File: src/rtl/alu_writeback.sv
// Write-back stage behind the ALU: captures a result and writes it into the
// 8-bit register file one byte per cycle. It also keeps zero/overflow flags for branches.
module alu_writeback #(
  parameter int REG_AW = 3,
  parameter int RSLT_W = 16
) (
  input  logic              CLK,
  input  logic              reset_n,
  input  logic              in_valid,
  output logic              in_ready,
  input  logic [RSLT_W-1:0] in_rslt,
  input  logic [2:0]        in_op,
  input  logic [REG_AW-1:0] in_dst,
  input  logic              in_wide,
  output logic              rf_we,
  output logic [REG_AW-1:0] rf_waddr,
  output logic [7:0]        rf_wdata,
  output logic              flag_z,
  output logic              flag_ov,
  output logic              busy
);

  typedef enum logic [1:0] {
    IDLE  = 2'd0,
    WR_LO = 2'd1,
    WR_HI = 2'd2
  } state_e;

  state_e              state_q, state_d;
  logic [RSLT_W-1:0]   rslt_q, rslt_d;
  logic [REG_AW-1:0]   dst_q, dst_d;
  logic                wide_q, wide_d;
  logic [2:0]          op_q, op_d;
  logic                flag_z_q, flag_z_d;
  logic                flag_ov_q, flag_ov_d;
  logic                rf_we_q, rf_we_d;
  logic [REG_AW-1:0]   rf_waddr_q, rf_waddr_d;
  logic [7:0]          rf_wdata_q, rf_wdata_d;
  logic                accept;

  // in_ready depends only on state so issue logic never sees a combinational loop.
  assign in_ready = (state_q != WR_LO) || !wide_q;
  assign accept   = in_valid && in_ready;

  always_comb begin
    // NOTE: every signal gets a default first so no path leaves it unassigned (no latches).
    state_d    = state_q;
    rslt_d     = rslt_q;
    dst_d      = dst_q;
    wide_d     = wide_q;
    op_d       = op_q;
    flag_z_d   = flag_z_q;
    flag_ov_d  = flag_ov_q;
    rf_we_d    = 1'b0;
    rf_waddr_d = '0;
    rf_wdata_d = '0;

    unique case (state_q)
      IDLE:    state_d = accept ? WR_LO : IDLE;
      WR_LO:   state_d = wide_q ? WR_HI : (accept ? WR_LO : IDLE);
      WR_HI:   state_d = accept ? WR_LO : IDLE;
      default: state_d = IDLE;
    endcase

    if (accept) begin
      rslt_d    = in_rslt;
      dst_d     = in_dst;
      wide_d    = in_wide;
      op_d      = in_op;
      flag_z_d  = (in_rslt == '0);
      flag_ov_d = |in_rslt[RSLT_W-1:8];
    end

    // Outputs are registered: they describe the write performed in the next state.
    if (state_d == WR_LO) begin
      rf_we_d    = 1'b1;
      rf_waddr_d = dst_d;
      rf_wdata_d = rslt_d[7:0];
    end else if (state_d == WR_HI) begin
      rf_we_d    = 1'b1;
      rf_waddr_d = dst_q + REG_AW'(1);
      rf_wdata_d = rslt_q[RSLT_W-1:8];
    end
  end

  // NOTE: the async reset clears the holding regs too, because flags must read 0 right after reset.
  always_ff @(posedge CLK or negedge reset_n) begin
    if (!reset_n) begin
      state_q    <= IDLE;
      rslt_q     <= '0;
      dst_q      <= '0;
      wide_q     <= 1'b0;
      op_q       <= '0;
      flag_z_q   <= 1'b0;
      flag_ov_q  <= 1'b0;
      rf_we_q    <= 1'b0;
      rf_waddr_q <= '0;
      rf_wdata_q <= '0;
    end else begin
      // NOTE: non-blocking assignments so every flop samples pre-edge values.
      state_q    <= state_d;
      rslt_q     <= rslt_d;
      dst_q      <= dst_d;
      wide_q     <= wide_d;
      op_q       <= op_d;
      flag_z_q   <= flag_z_d;
      flag_ov_q  <= flag_ov_d;
      rf_we_q    <= rf_we_d;
      rf_waddr_q <= rf_waddr_d;
      rf_wdata_q <= rf_wdata_d;
    end
  end

  assign rf_we    = rf_we_q;
  assign rf_waddr = rf_waddr_q;
  assign rf_wdata = rf_wdata_q;
  assign flag_z   = flag_z_q;
  assign flag_ov  = flag_ov_q;
  assign busy     = (state_q != IDLE);

endmodule

File: config.mk
export PLATFORM = sky130hd
export DESIGN_NAME = alu_writeback
export DESIGN_NICKNAME = d
export VERILOG_FILES = /design/src/rtl/alu_writeback.sv
export SDC_FILE = /design/constraint.sdc
export NUM_CORES = 1
export LEC_CHECK = 0
export ABC_AREA = 1
export CAP_MARGIN = 20
export CORE_ASPECT_RATIO = 1.5
export CORE_MARGIN = 5
export CORE_UTILIZATION = 28
export CTS_CLUSTER_SIZE = 30
export DETAILED_ROUTE_END_ITERATION = 6
export SKIP_LAST_GASP = 1
export SLEW_MARGIN = 0
export SYNTH_ARGS = -nofsm -noshare
export SYNTH_HDL_FRONTEND = slang
export SYNTH_SLANG_ARGS = --single-unit
File: constraint.sdc
create_clock -name CLK -period 1.36 [get_ports CLK]
set_input_delay 0.272 -clock CLK [delete_from_list [all_inputs] [get_ports CLK]]
set_output_delay 0.272 -clock CLK [all_outputs]
set_load 0.02 [all_outputs]
# ---- Word-level counts from Yosys, hierarchy flattened
# Cells that the tools add are included.
dict set report op_classes {
  add_sub_neg 1
  eq_ne 5
  mux 11
  n_reduce_logical 8
}
# op n
set ops {}
lappend ops {{8-bit 2-to-1 mux} 3}
lappend ops {{16-bit logical NOT} 1}
lappend ops {{3-bit 2-to-1 mux} 3}
lappend ops {{8-bit OR reduction} 1}
lappend ops {{2-bit by 1-bit equality test with 1-bit output (second input constant)} 2}
lappend ops {{2-bit equality test (second input constant)} 2}
lappend ops {{2-bit case mux with 2 select lines} 1}
lappend ops {{3-bit by 1-bit adder with 3-bit output (second input constant)} 1}
lappend ops {{1-bit 2-to-1 mux} 3}
lappend ops {{2-bit logical NOT} 1}
lappend ops {{2-bit 2-to-1 mux} 1}
lappend ops {{2-bit by 1-bit inequality test with 1-bit output (second input constant)} 1}
lappend ops {{2-bit nonzero test} 1}
lappend ops {{2-bit OR reduction} 1}
lappend ops {{1-bit logical AND} 1}
lappend ops {{1-bit logical NOT} 1}
lappend ops {{1-bit logical OR} 1}
dict set report word_totals {
  regBits 36
  input_bits 26
  output_inout_bits 16
  wordCells 35
}

# ---- Longest topological paths before layout
# Gate-level depths: netlist of run 1.
dict set report logic_depth {
  ltp_word 9
  depth_mapped 8
  mapped_depth_nobuf 7
}

# ---- Worst setup path after synthesis of run 1
# OpenSTA, ideal clock, no wires.
dict set report synth_timing {
  kind {register to register}
  start {register state_q[1]}
  end {register rf_waddr_q[0], in the netlist rf_waddr[0]}
  setup_ps 65
  arrival_ps 1358
  required_ps 1295
  slack_ps -63
  path_stages_with_launch 9
  path_buffers 2
  period_less_slack_ps 1423
  path_cell_list {dfrtp_1 -> inv_2 -> nand3_2 -> buf_4 -> ha_1 -> nor2_1 -> buf_2 -> nand2_1 -> nand2_1}
}
dict set report synth_between {
  elab_chain_cells 9
  elab_cells_between_ends 15
  cone_classes {5 x eq/ne; 6 x mux; 4 x reduce/logical}
}
# element line_no
set synth_rtl {}
lappend synth_rtl {{from (decl)} 29} ;# state_e state_q, state_d;
lappend synth_rtl {{from (signal assigned)} 101} ;# state_q <= state_d;
lappend synth_rtl {{2-bit by 1-bit inequality test with 1-bit output *} 42} ;# assign in_ready = (state_q != WR_LO) || !wide_q;
lappend synth_rtl {{1-bit logical OR *} 42}
lappend synth_rtl {{net in_ready} 10} ;# output logic in_ready,
lappend synth_rtl {{1-bit logical AND *} 43} ;# assign accept = in_valid && in_ready;
lappend synth_rtl {{1-bit 2-to-1 mux} {59, 60, 61}}
lappend synth_rtl {{2-bit 2-to-1 mux} 60} ;# WR_LO: state_d = wide_q ? WR_HI : (accept ? WR_LO : IDLE);
lappend synth_rtl {{2-bit case mux with 2 select lines} 58} ;# unique case (state_q)
lappend synth_rtl {{2-bit equality test} 79} ;# end else if (state_d == WR_HI) begin
lappend synth_rtl {{3-bit 2-to-1 mux} 79}
lappend synth_rtl {{3-bit 2-to-1 mux *} 75} ;# if (state_d == WR_LO) begin
lappend synth_rtl {{net rf_waddr_d[0]} 37} ;# logic [REG_AW-1:0] rf_waddr_q, rf_waddr_d;
lappend synth_rtl {{to (signal assigned)} 109} ;# rf_waddr_q <= rf_waddr_d;
lappend synth_rtl {{to (decl)} 37}
# Mark *: on every way through the listed nets, which the timed path passes. The rest lies on a longest branch.
# A chain may end at the register's enable or synchronous reset.

# ---- Worst setup path after layout of run 1
dict set report layout_timing {
  start {register state_q[1]}
  end {register rslt_q[1]}
}
dict set report layout_between {
  elab_chain_cells 4
}
# element line_no
set layout_rtl {}
lappend layout_rtl {{2-bit by 1-bit inequality test with 1-bit output} 42}
lappend layout_rtl {{1-bit logical OR} 42}
lappend layout_rtl {{1-bit logical AND} 43}
lappend layout_rtl {{8-bit 2-to-1 mux} 65} ;# if (accept) begin
lappend layout_rtl {{net rslt_d[1]} 30} ;# logic [RSLT_W-1:0] rslt_q, rslt_d;
lappend layout_rtl {{to (signal assigned)} 102} ;# rslt_q <= rslt_d;
lappend layout_rtl {{to (decl)} 30}
# The timed path passes the listed nets, and every way through them passes these cells.

==> results of run 1 <==
-- layer usage --
metal | track usage | up-vias | wire (um)
met5 | 0 | - | 0
met4 | 0.0593 | 0 | 91
met3 | 0.0348 | 8 | 139
met2 | 0.220 | 24 | 2350
met1 | 0.120 | 678 | 1550
li1 | - | 697 | -
-- state kept, by name, summed over array words and instances (netlist names) --
| register | count |
|---|---|
| rf_we | 1 |
| state_q | 2 |
| rf_wdata | 8 |
| wide_q | 1 |
| dst_q | 3 |
| flag_z | 1 |
| rf_waddr | 3 |
| rslt_q | 16 |
| flag_ov | 1 |
-- worst min-delay path, cell delays in order --
cell	delay [ps]
dlygate4sd3_1	520
buf_2	120
buf_12	210
-- timing repair --
| item | CTS | global route |
|---|---|---|
| gates resized for setup | 80 | 26 |
| endpoints found under the hold margin | 36 | 0 |
| buffers inserted | 4 | 1 |
| cloned | 1 | 0 |
| endpoints found under the setup margin | 38 | 35 |
| hold buffers | 1 | 0 |
| pin swaps | 10 | 17 |
-- final cells by class --
| class | count | area [um2] | share of cell area |
|---|---|---|---|
| Clock buffer | 6 | 72.6 | 0.0280 |
| Clock inverter | 1 | 5.00 | 0.00193 |
| Inverter | 27 | 101 | 0.0391 |
| Multi-Input combinational cell | 125 | 823 | 0.317 |
| Sequential cell | 36 | 901 | 0.347 |
| Tap cell | 72 | 90.1 | 0.0347 |
| Timing Repair Buffer | 56 | 601 | 0.232 |
-- kinds of logic after synthesis --
| group | Yosys count |
|---|---|
| buffers and inverters | 33 |
| AOI/OAI and AO/OA | 1 |
| and+or+nand+nor | 121 |
| DFF | 36 |
| adders and majority gates | 3 |
-- where the power goes --
| group | internal, mW | leakage [nW] | switching (mW) | total, mW |
|---|---|---|---|---|
| Combinational | 0.452 | 0.900 | 0.491 | 0.942 |
| Sequential | 1.23 | 0.437 | 0.0767 | 1.30 |
| Clock | 0.348 | 0.0410 | 0.356 | 0.704 |
| Total | 2.03 | 1.38 | 0.924 | 2.95 |
-- metrics by stage --
step	power, mW	utilization	setup slack, ps
2_1_floorplan	1.68	-	9.65
3_3_place_gp	2.04	0.379	-222
3_5_place_dp	2.04	0.379	-249
4_1_cts	2.91	0.441	-157
5_1_grt	3.12	0.455	-108
6_report	2.95	0.455	-62.3
-- Yosys cell counts, drive strengths merged --
cell	n	area share
ha	3	0.023
inv	27	0.063
nor2	12	0.028
nand3	26	0.083
nand2	70	0.17
buf	6	0.028
and2	11	0.042
dfrtp	36	0.56
or2	2	0.0077
o21ai	1	0.0031
-- path summary, 6_finish.rpt --
path / cells past startpoint / endpoint / slack [ps] / startpoint
max: 9 / rslt_q[1] / -60 / state_q[1]
min: 3 / rf_wdata[3] / 470 / reset_n
max reg2reg: 9 / rslt_q[1] / -60 / state_q[1]
min reg2reg: 2 / flag_z / 490 / flag_z
max in group asynchronous: 3 / state_q[0] / 700 / reset_n
min in group CLK: 2 / flag_z / 490 / flag_z
==> results by group, run 1 <==
Status
  – Status: complete, but fails checks
  – Violated checks: setup timing

Yosys
  – Yosys warning count: 0
  – Adder-cell share of the synthesized area: 0.0231
  – Register area share after synthesis: 0.556
  – Post-Synth XOR/XNOR Area: 0
  – Syn Inst Count: a little under 200
  – Netlist cell types: 15
  – Mean Syn Cell Area: approximately 8.4 um2
  – FF+latch count, synth: 36
  – Mux cell area share after synthesis: 0
  – Largest family of logic cells by synthesized area: simple AND/OR/NAND/NOR gates
  – Synth Area in Simple Gates: 0.328
  – Syn Nets: 223
  – Synth Area in Compound Gates: 0.00309
  – Post-Syn Area: 1620 um2

Global routing
  – Tot GR Track Use: 0.119
  – GRT overflow: 0
  – Initial antenna violation count: 0
  – Vias in the first global route: about 1500
  – First-pass GRT wire length: 6.73 mm
  – Largest net degree at the start of global routing: 37

Critical path
  – Critical Path Source Type: flop
  – CP Class: flop to flop
  – Crit-path leading delay family: buffers and inverters
  – Max stage delay on crit path: ~400 ps
  – Crit-path most repeated cell: buf_6
  – Crit-path slowest cell: dfrtp_1
  – CP cell instances: buf_6 > inv_2 > nand3_2 > buf_6 > buf_6 > nand2_8 > buf_12 > nand2_4 > and2_4
  – Arr. time, crit path: around 1600 ps
  – Worst Setup End Kind: flop
  – Required @ worst endpoint: between 1500 and 2000 ps
  – Bufs and invs on worst path: 5
  – Critical Path Fanout Max: 6

Place
  – Dpl cell area: ~2200 um2
  – Port Buffers: 38
  – Dpl cells: approximately 310
  – Routability cong.: 0.696
  – Detailed Place HPWL: around 2.7 mm

Run
  – Maxcap violations: 0

Die
  – Cell Rows: 34
  – Die Width: 72.1 um
  – Vert. Die Dim: between 100 and 150 um
  – Full die area: 7440 um2
  – I/O pin count: 42
  – Core ar.: between 5000 and 6000 um2
  – Initial core utilization: 0.284

Clock network
  – Clock sink count: 36
  – Clock buffer depth: 2
  – Clock Latency Late Sink: between 200 and 300 ps
  – TritonCTS Buffers: 5
  – H-tree depth: 2
  – Clk slew on worst S/H paths: ~70 ps
  – CTS tree: yes
  – Root Driver: clkbuf_8

Layout
  – Layout area overhead: 60.0%
  – Layout cells sized above 1: 0.339
  – Fillers: 560
  – Final instance area: about 2600 um2
  – Commonest cells after routing, fill and taps aside: nand2_1, dfrtp_1, inv_1
  – Commonest non-fill, non-tap cell in the layout: nand2_1
  – Nets@finish: 280
  – Number of antenna cells inserted: 0
  – Layout Cells excl Fill: 323

STA
  – Endpoints failing hold: 0
  – Min Tclk post-route: approximately 1400 ps
  – Final Slew Violations: 0
  – Max-slew headroom: 0.856
  – Fmax: approximately 0.7 GHz
  – Setup tns final: -1080 ps
  – Unrepaired setup endpoints after global routing: true
  – Hold WS: roughly 470 ps
  – Layout Skew: around 4.8 ps
  – Worst Tran Pin Value: between 200 and 250 ps
  – Final Setup Violations: 31
  – Final worst slack: -62.3 ps
  – Final period util: 1.05

Route
  – DRC: 0
  – Post-route ant nets: 0
  – Number of DRC markers in iteration 0: slightly above 40
  – DR pass1 iterations: 4
  – Via-to-Cell Ratio: 4.36
  – WL per Instance: approximately 13 um
  – Vias: around 1400
  – Final Routed Wirelength: 4.13 mm

Power
  – Leakage: ~1.4 nW
  – Peak supply drop: approximately 470 uV
  – Power Density: 1140 nW/um2

Worst hold path
  – Min-Delay Path Class: input port to async pin
(Power assumes the default switching activity.)
==> run 2: changes to the inputs <==
- CORE_UTILIZATION: 28 -> 43
- PLACE_DENSITY: unset -> 0.75
==> results by group, run 2 (same netlist as run 1, synthesis figures left out) <==
Global routing
  – Tot GR Track Use: 0.152 (+0.0332)
  – Busiest layer in global routing: met2
  – Met2 Use GR: 0.250 (+0.0304)
  – Vias in the first global route: 1384 (-6.0%)
  – First-pass GRT wire length: 5.93 mm (-12%)
  – Met1 Use GR: 0.177 (+0.0572)
  – GRT overflow: 0 (unchanged)
  – Largest net degree at the start of global routing: 37 (unchanged)
  – Met3 usage: 0.0411 (+0.00628)
  – Initial antenna violation count: 0 (unchanged)

Critical path
  – Crit-path leading delay family: buffers and inverters
  – CP cell instances: buf_6 > inv_2 > nand3_2 > buf_6 > buf_12 > nand2_8 > buf_8 > nand2_2 > and2_1
  – Crit-path most repeated cell: buf_6
  – FF-to-FF path depth: 9 (unchanged)
  – Crit-path slowest cell: dfrtp_1
  – Worst reg2reg setup slack: -40 ps (+20 ps)
  – Arr. time, crit path: 1580 ps (-20 ps)
  – Max stage delay on crit path: 400 ps (about the same)
  – Reg2reg start: state_q[1]
  – Worst Setup End Kind: flop
  – Worst flop-to-flop path endpoint: dst_q[0]
  – CP Class: flop to flop
  – Required @ worst endpoint: 1540 ps (about the same)
  – Critical Path Fanout Max: 6 (unchanged)
  – Critical Path Source Type: flop
  – Bufs and invs on worst path: 5 (unchanged)

STA
  – Fmax: 0.713 GHz (+1.4%)
  – Final Setup Violations: 18 (-42%)
  – Max-slew headroom: 0.859 (+0.00303)
  – Layout Skew: 4.29 ps (-0.503 ps)
  – Endpoints failing hold: 0 (unchanged)
  – Setup tns final: -321 ps (+761 ps)
  – Min Tclk post-route: 1400 ps (-20.1 ps)
  – Final period util: 1.03 (-0.0148)
  – Unrepaired setup endpoints after global routing: true
  – Worst Tran Pin Value: 212 ps (-4.56 ps)
  – Hold WS: 344 ps (-128 ps)
  – Final Slew Violations: 0 (unchanged)
  – Final worst slack: -42.2 ps (+20.1 ps)

Layout
  – Commonest cells after routing, fill and taps aside: nand2_1, dfrtp_1, inv_1
  – Commonest non-fill, non-tap cell in the layout: nand2_1
  – Layout cells sized above 1: 0.248 (-0.0906)
  – Nets@finish: 279 (-0.36%)
  – Fillers: 293 (-48%)
  – Total area of multi-input combinational cells: 696 um2 (-16%)
  – Biggest register: rslt_q
  – Layout area overhead: 46.4%
  – Number of antenna cells inserted: 0 (unchanged)
  – Seq. cell area: 901 um2 (unchanged)
  – Largest register FFs: 16 (unchanged)

Die
  – Cell Rows: 27 (-21%)
  – I/O pin count: 42 (unchanged)
  – Initial core utilization: 0.444 (+0.160)
  – Core ar.: 3650 um2 (-36%)
  – Full die area: 5120 um2 (-31%)
  – Vert. Die Dim: 85.2 um (-17%)
  – Die Width: 60.1 um (-17%)

Status
  – Status: complete, but fails checks
  – Violated checks: setup timing

Route
  – Post-route ant nets: 0 (unchanged)
  – Final Routed Wirelength: 3.59 mm (-13%)
  – DRC: 0 (unchanged)
  – Number of DRC markers in iteration 0: 30 (-27%)
  – DR pass1 iterations: 4 (unchanged)
  – Via-to-Cell Ratio: 4.68 (+7.5%)
  – Vias: 1372 (-2.5%)
  – WL per Instance: 12.2 um (-4.3%)

Run
  – Maxcap violations: 0 (unchanged)

Clock network
  – CTS tree: yes
  – TritonCTS Buffers: 5 (unchanged)
  – Clock Latency Late Sink: 290 ps (about the same)
  – Clock buffer depth: 2 (unchanged)
  – Root Driver: clkbuf_8
  – Clk slew on worst S/H paths: 60 ps (about the same)
  – H-tree depth: 2 (unchanged)
  – Clock sink count: 36 (unchanged)

Place
  – Port Buffers: 38 (unchanged)
  – Detailed Place HPWL: 2.42 mm (-11%)
  – Routability cong.: 0.786 (+13%)
  – Pre-CTS WS: -227 ps (+22.6 ps)

Power
  – Peak supply drop: 953 uV (+100%)
  – Leakage: 1.27 nW (-7.8%)
  – Final Total Pwr: 2.80 mW (-5.1%)
  – Power Density: 1180 nW/um2 (+3.7%)

Worst hold path
  – Min-Delay Path Class: input port to async pin
-- run 2: cell types whose count changed in the layout (fill, tap and decap cells not counted), sizes merged --
cell,change
buf,-1
clkdlybuf4s50,+1
dlygate4sd3,-1
-- run 2: timing repair --
item                                    CTS  global route
buffers inserted                          2             1
endpoints found under the setup margin   27            32
resized for setup                        37            32
hold buffers                              0             0
pin swaps                                 2             8
-- run 2: where the power goes --
group          internal (mW)  total, mW  leakage, nW  switching, mW
registers               1.23       1.29        0.437         0.0658
logic                  0.379      0.808        0.793          0.428
clock network          0.348      0.699       0.0410          0.351
total                   1.95       2.80         1.27          0.845
-- run 2: metrics by stage --
stage | cell area, um2 | util | cells
floorplan | 1630 | - | 194
global placement | 2130 | 0.583 | 283
detailed placement | 2130 | 0.583 | 283
CTS | 2270 | 0.622 | 292
global route | 2370 | 0.651 | 293
finish | 2370 | 0.651 | 293
-- run 2: how the worst max path moves through the flow --
stage / start / end / depth (start not counted)
2_1_floorplan: state_q[1] / rf_waddr[0] / 8
3_3_place_gp: in_valid / rf_wdata[2] / 8
3_5_place_dp: in_valid / rf_wdata[2] / 8
4_1_cts: state_q[0] / busy / 2
5_1_grt: state_q[1] / rf_wdata[5] / 10
6_report: state_q[1] / dst_q[0] / 9
-- run 2: layer usage --
metal | up-vias | wire [um] | share of wire
met5 | - | 0 | 0
met4 | 0 | 78 | 0.022
met3 | 6 | 146 | 0.041
met2 | 26 | 1970 | 0.55
met1 | 642 | 1390 | 0.39
li1 | 698 | - | -
-- run 2: cell type report --
cell class | instances | share of cell area
multi-input cells | 125 | 0.293
well taps | 43 | 0.0227
inverters | 27 | 0.0427
repair buffers | 55 | 0.229
clock inverters | 1 | 0.00211
clock buffers | 6 | 0.0306
flip-flops and latches | 36 | 0.380
